==> src/rtl/prio_irq_encoder_pkg.sv <==
// Shared definitions for the prio_irq_encoder block.
//   irq_state_e : grant FSM state encoding (IDLE = 0, GRANT = 1)
//   MODE_*      : priority scheme selector values
//   EDGE_*      : request capture scheme selector values
//   rr_after()  : round-robin pointer value after a grant to a given line
package prio_irq_encoder_pkg;

  typedef enum logic {
    IRQ_S_IDLE  = 1'b0,
    IRQ_S_GRANT = 1'b1
  } irq_state_e;

  localparam int MODE_FIXED = 0;
  localparam int MODE_RR    = 1;
  localparam int EDGE_LEVEL = 0;
  localparam int EDGE_RISE  = 1;

  // The line just served drops to lowest priority: the search for the next
  // round starts one below it, wrapping at n-1 rather than at 2^W-1.
  function automatic int rr_after(input int id, input int n);
    return (id == 0) ? n - 1 : id - 1;
  endfunction

endpackage

==> src/rtl/prio_irq_encoder_if.sv <==
// Grant handshake between the encoder and the interrupt-ack consumer.
//   grant_valid : grant_id is valid; held until acknowledged
//   grant_id    : index of the granted source
//   grant_ack   : consumer accepts the current grant
// master = encoder side, slave = consumer side.
interface prio_irq_encoder_if #(
  parameter int N = 8
);
  localparam int W = (N > 1) ? $clog2(N) : 1;

  logic         grant_valid;
  logic [W-1:0] grant_id;
  logic         grant_ack;

  modport master (output grant_valid, output grant_id, input grant_ack);
  modport slave  (input grant_valid, input grant_id, output grant_ack);

endinterface

==> src/rtl/prio_irq_encoder_pick.sv <==
// Combinational priority pick over an N-bit vector.
//   vec   : candidate lines
//   start : highest-priority index; priority falls start, start-1, ..., 0,
//           N-1, ..., start+1 (modulo N)
//   id    : index of the winning line (0 when none)
//   found : at least one line of vec is set
module prio_irq_encoder_pick #(
  parameter int N = 8,
  parameter int W = (N > 1) ? $clog2(N) : 1
) (
  input  logic [N-1:0] vec,
  input  logic [W-1:0] start,
  output logic [W-1:0] id,
  output logic         found
);

  // Index at priority rank k, wrapping at N so non-power-of-2 N never
  // produces an index >= N.
  function automatic logic [W-1:0] slot(input logic [W-1:0] s, input int k);
    int idx;
    idx = int'(s) - k;
    if (idx < 0) idx = idx + N;
    return W'(idx);
  endfunction

  // Walk from the lowest rank to the highest so the last hit written is the
  // highest-priority set line.
  always_comb begin
    id    = '0;
    found = 1'b0;
    for (int k = N - 1; k >= 0; k--) begin
      if (vec[slot(start, k)]) begin
        id    = slot(start, k);
        found = 1'b1;
      end
    end
  end

endmodule

==> src/rtl/prio_irq_encoder.sv <==
// Registered, handshaked priority interrupt encoder.
//   clk, rst : clock (rising edge), synchronous active-high reset
//   req      : request lines, bit i = source i
//   mask     : 1 = source i not eligible for grant (still captured when EDGE=1)
//   irq      : grant handshake (grant_valid / grant_id out, grant_ack in)
//   pending  : registered pending vector
//   idle     : no eligible pending source
// MODE = 0 fixed priority (highest index wins), 1 = round-robin.
// EDGE = 0 level capture, 1 = rising-edge capture sticky until acknowledged.
module prio_irq_encoder
  import prio_irq_encoder_pkg::*;
#(
  parameter int N    = 8,
  parameter int MODE = MODE_FIXED,
  parameter int EDGE = EDGE_LEVEL
) (
  input  logic                  clk,
  input  logic                  rst,
  input  logic [N-1:0]          req,
  input  logic [N-1:0]          mask,
  prio_irq_encoder_if.master    irq,
  output logic [N-1:0]          pending,
  output logic                  idle
);

  localparam int W = (N > 1) ? $clog2(N) : 1;

  irq_state_e   state_q, state_d;
  logic [N-1:0] pending_q, pending_d, req_d, elig, clr;
  logic [W-1:0] grant_id_q, grant_id_d, rr_ptr_q, rr_ptr_d;
  logic [W-1:0] start, winner;
  logic         found, ack_eff;

  // Selection looks only at captured, unmasked requests.
  assign elig  = pending_q & ~mask;
  assign start = (MODE == MODE_RR) ? rr_ptr_q : W'(N - 1);

  prio_irq_encoder_pick #(.N(N), .W(W)) u_pick (
    .vec   (elig),
    .start (start),
    .id    (winner),
    .found (found)
  );

  // An ack only counts while a grant is actually being offered.
  assign ack_eff = (state_q == IRQ_S_GRANT) && irq.grant_ack;
  assign clr     = ack_eff ? (N'(1) << grant_id_q) : '0;

  // Capture: in edge mode a new rising edge on the line being acked is
  // kept, so the set term is applied after the clear.
  always_comb begin
    pending_d = req;
    if (EDGE == EDGE_RISE) pending_d = (pending_q & ~clr) | (req & ~req_d);
  end

  always_comb begin
    state_d    = state_q;
    grant_id_d = grant_id_q;
    rr_ptr_d   = rr_ptr_q;
    case (state_q)
      IRQ_S_IDLE: begin
        if (found) begin
          grant_id_d = winner;
          state_d    = IRQ_S_GRANT;
        end
      end
      IRQ_S_GRANT: begin
        // Grant is held regardless of req/mask until the consumer acks.
        if (irq.grant_ack) begin
          state_d = IRQ_S_IDLE;
          if (MODE == MODE_RR) rr_ptr_d = W'(rr_after(int'(grant_id_q), N));
        end
      end
      default: state_d = IRQ_S_IDLE;
    endcase
  end

  always_ff @(posedge clk) begin
    if (rst) begin
      state_q    <= IRQ_S_IDLE;
      pending_q  <= '0;
      req_d      <= '0;
      grant_id_q <= '0;
      rr_ptr_q   <= W'(N - 1);
    end else begin
      state_q    <= state_d;
      pending_q  <= pending_d;
      req_d      <= req;
      grant_id_q <= grant_id_d;
      rr_ptr_q   <= rr_ptr_d;
    end
  end

  assign irq.grant_valid = (state_q == IRQ_S_GRANT);
  assign irq.grant_id    = grant_id_q;
  assign pending         = pending_q;
  assign idle            = ~|elig;

endmodule

==> src/flat_wrapper.sv <==
// flat-port wrapper written by rule: the top's interface ports become plain ports
module prio_irq_encoder_flat import prio_irq_encoder_pkg::*;
#(
  parameter int N    = 8,
  parameter int MODE = MODE_FIXED,
  parameter int EDGE = EDGE_LEVEL
)
  (clk, rst, req, mask, pending, idle, irq_grant_valid, irq_grant_id, irq_grant_ack);
  prio_irq_encoder_if #(.N(N)) irq_i ();
  input  logic clk;
  input  logic rst;
  input  logic [N-1:0] req;
  input  logic [N-1:0] mask;
  output logic [N-1:0] pending;
  output logic idle;
  output wire logic [$bits(irq_i.grant_valid)-1:0] irq_grant_valid;
  output wire logic [$bits(irq_i.grant_id)-1:0] irq_grant_id;
  input wire logic [$bits(irq_i.grant_ack)-1:0] irq_grant_ack;
  assign irq_grant_valid = irq_i.grant_valid;
  assign irq_grant_id = irq_i.grant_id;
  assign irq_i.grant_ack = irq_grant_ack;
  prio_irq_encoder #(.N(N), .MODE(MODE), .EDGE(EDGE)) u_core (.clk(clk), .rst(rst), .req(req), .mask(mask), .irq(irq_i), .pending(pending), .idle(idle));
endmodule
==> config.mk <==
export PLATFORM = sky130hd
export DESIGN_NAME = prio_irq_encoder_flat
export DESIGN_NICKNAME = d
export VERILOG_FILES = /design/src/rtl/prio_irq_encoder_pkg.sv /design/src/rtl/prio_irq_encoder_if.sv /design/src/rtl/prio_irq_encoder_pick.sv /design/src/rtl/prio_irq_encoder.sv /design/src/flat_wrapper.sv
export SDC_FILE = /design/constraint.sdc
export NUM_CORES = 1
export LEC_CHECK = 0
export BUFFER_PORTS_ARGS = -buffer_cell sky130_fd_sc_hd__buf_2
export CAP_MARGIN = 10
export CORE_MARGIN = 3
export CORE_UTILIZATION = 40
export CTS_CLUSTER_SIZE = 28
export DETAILED_ROUTE_END_ITERATION = 10
export PLACE_DENSITY = 0.77
export RECOVER_POWER = 50
export SLEW_MARGIN = 20
export SYNTH_ARGS = -nofsm -noshare
export SYNTH_HDL_FRONTEND = slang
export SYNTH_SLANG_ARGS = --single-unit
export TNS_END_PERCENT = 50
==> constraint.sdc <==
create_clock -name clk -period 3.2 [get_ports clk]
set_clock_uncertainty 0.05 [all_clocks]
set_input_delay 0.64 -clock clk [delete_from_list [all_inputs] [get_ports clk]]
set_output_delay 0.64 -clock clk [all_outputs]
set_load 0.02 [all_outputs]
==> impl_metrics.toml, run 1 <==
[clock_network]
cts_buffers = 3
cts_resized = 0
cts_tree = "built"
clk_path_buf_depth = 2
ctsHoldBuffers = 0
cts_root_buffer = "clkbuf_4"
clk_latency_ns = 0.28
clk_pin_slew_worst_paths_ns = 0.08
cts.htree.levels = 1
cts_setup_buffers = 0
cts_sinks = 12

[place]
hpwlAfterDp_um = 899
numPortBuffers = 31
gp_congestion = 0.721
dpl-instance-area_um2 = 712

[run_status]
status = "finished, final reports clean"

[setup_path]
cpPeakStageDelay_ns = 0.17
timing.rr.end = "u_core.irq.grant_id[1]"
cp_top_family = "simple AND/OR/NAND/NOR gates"
path_cells = "buf_2 -> nand2b_1 -> nand4_1 -> nor2_2 -> buf_2"
slowest_stage = "buf_2"
critPathArrivalTime_ns = 1.32
end_kind = "output pin"
critical_path_depth = 5
reg2reg_depth = 4
cp_max_fo = 4
cp_common_cell = "buf_2"
cp-start-kind = "input pin"
critPathBufInv = 2
rr_startpoint = "u_core.pending[0]"
worstSetupPathType = "input pin to output pin"
cp.required_ns = 2.51
r2r_slack_ns = 1.90

[global_route]
grt_start_max_net_pins = 15
antenna_found_initial = 0
gr-usage-all-layers = 0.146
grt_pass1_wl_um = 2030
grt_pass1_vias = 488
grt-ovfl-total = 0

[yosys]
synth-seq-cells = 12
ys.warnings.count = 0
synth-adder-area-share = 0
netlist_area_um2 = 543
synth_top_family_by_area = "simple AND/OR/NAND/NOR gates"
synth_seq_area_share = 0.442
synth_compound_area_frac = 0.171
syn_nets = 72
yosys.area.top_type = "dfxtp_1"
yosys-top-cells-area = "dfxtp_1, nor2b_1, nand2b_4, nand2b_1, mux2_4"
synthXorXnorAreaFrac = 0
synthDistinctLibCells = 26
synthMuxAreaShare = 0.0276
synth-simple-area-share = 0.339
synth_top_area_share = 0.442
avgSynthCellArea_um2 = 10.2
syn_inst = 53

[timing]
rsz0062_at_grt = "false"
drv_slew = 0
finalCriticalPeriod_ns = 2.01
worst_slew_pin_slew_ns = 0.613
hold_viol = 0
fmax_ghz = 0.498
slew_headroom = 0.592
fin_crit_sh = 0.628
setup_tns_ns = 0
setup-violations-final = 0

[drt]
via_per_inst = 5.13
vias = 518
drt-total-wl_um = 1160
wire_per_inst_um = 11.5
drt-pass1-iter-count = 4
drt-initial-drc-count = 13
drcViolationCount = 0
ant_nets = 0

[floorplanning]
pin_count = 32
dieArea_um2 = 1840
die_h_um = 42.8
die_w_um = 42.8
fp-row-count = 12
initial_core_util = 0.458
coreArea_um2 = 1190

[power]
ir_drop_mv = 0.257
powerDensity_nw_per_um2 = 494
leakagePower_nw = 0.364

[finish]
nFillCells = 112
final_nets = 107
final_cell_mix = "buf_2, dfxtp_1, nor2b_1, nand2b_1"
syn_to_final_growth_pct = 37.3
layout_commonest_cell = "buf_2"
final_design_area_no_fill_um2 = 746
drive_gt1_frac = 0.471
antenna_cells = 0

[run]
drv_cap = 0

[min_path]
hold_depth = 2
hp-class = "flop to flop"
min_to = "u_core.irq.grant_id[2]"
hp-start = "u_core.irq.grant_id[2]"
## stage by stage
stage	power [mW]	hold slack, ns	setup WS [ns]	utilization	instances
2_1_floorplan	0.221	0.485	1.37	-	53
3_3_place_gp	0.247	0.400	1.21	0.600	97
4_1_cts	0.374	0.428	1.18	0.631	101
6_report	0.369	0.424	1.19	0.629	101
5_1_grt	0.387	0.463	1.08	0.629	101
3_5_place_dp	0.249	0.416	1.18	0.600	97
## worst min-delay path: stages (launching register included)
cell     delay [ns]
dfxtp_1        0.31
nand2_1        0.06
o32ai_1        0.06
## flip-flops by register name (all words and copies together), names as in the netlist
name	count
u_core.irq.grant_id	3
u_core.irq.grant_valid	1
u_core.pending	8
## synth_stat cells
| cell | count |
|---|---|
| and3_1 | 1 |
| nand2b_1 | 4 |
| o21ai_0 | 1 |
| and2b_1 | 1 |
| nor2_2 | 1 |
| clkbuf_1 | 1 |
| o21ai_1 | 1 |
| nand4_1 | 1 |
| o32ai_1 | 1 |
| a41oi_1 | 1 |
| o2111a_1 | 1 |
| nor3_1 | 1 |
| mux2_4 | 1 |
| nand2b_4 | 3 |
| dfxtp_1 | 12 |
| o41ai_1 | 1 |
| o211ai_1 | 1 |
| nor2b_1 | 10 |
| a31oi_1 | 2 |
| and4_4 | 1 |
| o2111ai_1 | 1 |
| a211oi_1 | 1 |
| nand2_1 | 1 |
| inv_1 | 2 |
| and2b_2 | 1 |
| a21oi_2 | 1 |
## cell families (layout without fill, tap and decap cells)
family	Yosys count	in the layout
AO/OA/AOI/OAI	12	12
buffers and inverters	3	37
flip-flops	12	12
multiplexers	1	1
AND/OR/NAND/NOR	25	25
## how the worst max path moves through the flow
stage	start	to
detailed placement	mask[5]	idle
global placement	mask[5]	idle
finish	mask[5]	idle
CTS	mask[5]	idle
floorplan	mask[5]	idle
global route	mask[5]	idle
## final cells by class
cell class | instances | area [um^2] | share of cell area
Sequential cell | 12 | 240 | 0.322
Tap cell | 14 | 17.5 | 0.0235
Multi-Input combinational cell | 38 | 292 | 0.391
Inverter | 2 | 7.51 | 0.0101
Timing Repair Buffer | 31 | 153 | 0.205
Clock buffer | 4 | 36.3 | 0.0487
## power breakdown
| part | internal (mW) | switching [mW] |
|---|---|---|
| Sequential | 0.160 | 0.00830 |
| Combinational | 0.0358 | 0.0398 |
| Clock | 0.0693 | 0.0551 |
## layer usage
metal | up-vias | global-route usage | routed length, um
met5 | - | 0 | 0
li1 | 258 | - | -
met4 | 0 | 0.0932 | 33
met2 | 26 | 0.251 | 524
met1 | 229 | 0.162 | 491
met3 | 5 | 0.0254 | 108
(Power assumes the default switching activity.)
==> run 2: changes to the inputs <==
==> constraint.sdc (replaced) <==
create_clock -name clk -period 1.88 [get_ports clk]
set_clock_uncertainty 0.05 [all_clocks]
set_input_delay 0.376 -clock clk [delete_from_list [all_inputs] [get_ports clk]]
set_output_delay 0.376 -clock clk [all_outputs]
set_load 0.02 [all_outputs]
==> impl_metrics.toml, run 2 (synthesized netlist as in run 1, its figures left out) <==
[run_status]
status = "finished, final reports clean"

[power]
leakagePower_nw = 0.360
ir_drop_mv = 0.408
powerDensity_nw_per_um2 = 838

[timing]
finalCriticalPeriod_ns = 1.62
worst_slew_pin_slew_ns = 0.612
setup_tns_ns = 0
rsz0062_at_grt = "false"
whs_ns = 0.226
slew_headroom = 0.592
fmax_ghz = 0.616
fin_crit_sh = 0.863
setup-violations-final = 0
worst_slack_ns = 0.257
hold_viol = 0
drv_slew = 0

[drt]
vias = 508
drt-total-wl_um = 1160
drt-pass1-iter-count = 4
drt-initial-drc-count = 2
via_per_inst = 5.03
drcViolationCount = 0
ant_nets = 0
wire_per_inst_um = 11.5

[floorplanning]
die_h_um = 42.8
die_w_um = 42.8
coreArea_um2 = 1190
initial_core_util = 0.458
dieArea_um2 = 1840
pin_count = 32
fp-row-count = 12

[clock_network]
cts_sinks = 12
clk_latency_ns = 0.27
cts_tree = "built"
cts_buffers = 3
clk_path_buf_depth = 2
clk_pin_slew_worst_paths_ns = 0.08
ctsHoldBuffers = 0
cts_resized = 0
cts.htree.levels = 1
cts_setup_buffers = 0
cts_root_buffer = "clkbuf_4"

[place]
dp_slack_ns = 0.381
gp_congestion = 0.720
numPortBuffers = 31
hpwlAfterDp_um = 913
place_inst = 97

[finish]
final_nets = 107
antenna_cells = 0
layout_commonest_cell = "buf_2"
nFillCells = 111
largest_reg_flops = 8
final_cell_mix = "buf_2, dfxtp_1, nor2b_1, nand2b_1"
drive_gt1_frac = 0.448
syn_to_final_growth_pct = 36.4
final_util = 0.624
final_cells = 101

[global_route]
grt_start_max_net_pins = 15
grt_pass1_wl_um = 2010
gr-usage-all-layers = 0.145
grt-ovfl-total = 0
grt_pass1_vias = 519
antenna_found_initial = 0

[run]
drv_cap = 0

[setup_path]
end_kind = "output pin"
cp.required_ns = 1.45
worstSetupPathType = "flop to output pin"
cp_max_fo = 4
reg2reg_depth = 4
cp-start-kind = "flop"
critPathArrivalTime_ns = 1.20

[min_path]
hp-class = "input pin to flop"
hold_depth = 2
-- run 2: cell types whose count changed in the layout (fill, tap and decap cells not counted), sizes merged --
cell,change
clkbuf,+1
buf,-1
-- run 2: final cells by class --
class                           count  area (um^2)  share of cell area
Multi-Input combinational cell     38          288               0.389
Clock buffer                        4         36.3              0.0490
Inverter                            2         7.51              0.0101
Tap cell                           14         17.5              0.0236
Timing Repair Buffer               31          151               0.204
Sequential cell                    12          240               0.324
-- run 2: metrics by stage --
step                area [um^2]  power [mW]
floorplan                   543       0.375
global placement            712       0.420
detailed placement          712       0.424
CTS                         748       0.631
global route                741       0.651
finish                      741       0.621
-- run 2: per-layer routing --
layer  routed length [um]  global-route usage  vias up
li1                     -                   -      256
met1                  499               0.158      223
met2                  537               0.254       24
met3                   94              0.0254        5
met4                   26              0.0870        0
met5                    0                   0        -
-- run 2: critical path, stage by stage, from the launching register on --
cell,delay [ns]
dfxtp_1,0.31
nand2b_1,0.13
nand4_1,0.15
nor2_2,0.15
buf_2,0.18
-- run 2: where the power goes --
group	switching, mW	internal, mW
clock	0.0894	0.118
sequential	0.0131	0.273
combinational	0.0680	0.0599
total	0.171	0.450
-- run 2: final timing paths --
check	slack [ns]	end	from
worst max-delay path	0.26	idle	u_core.pending[5]
worst min-delay path	0.23	u_core.irq.grant_valid	irq_grant_ack
worst max register to register	0.52	u_core.irq.grant_id[1]	u_core.pending[0]
worst min register to register	0.43	u_core.irq.grant_id[2]	u_core.irq.grant_id[2]
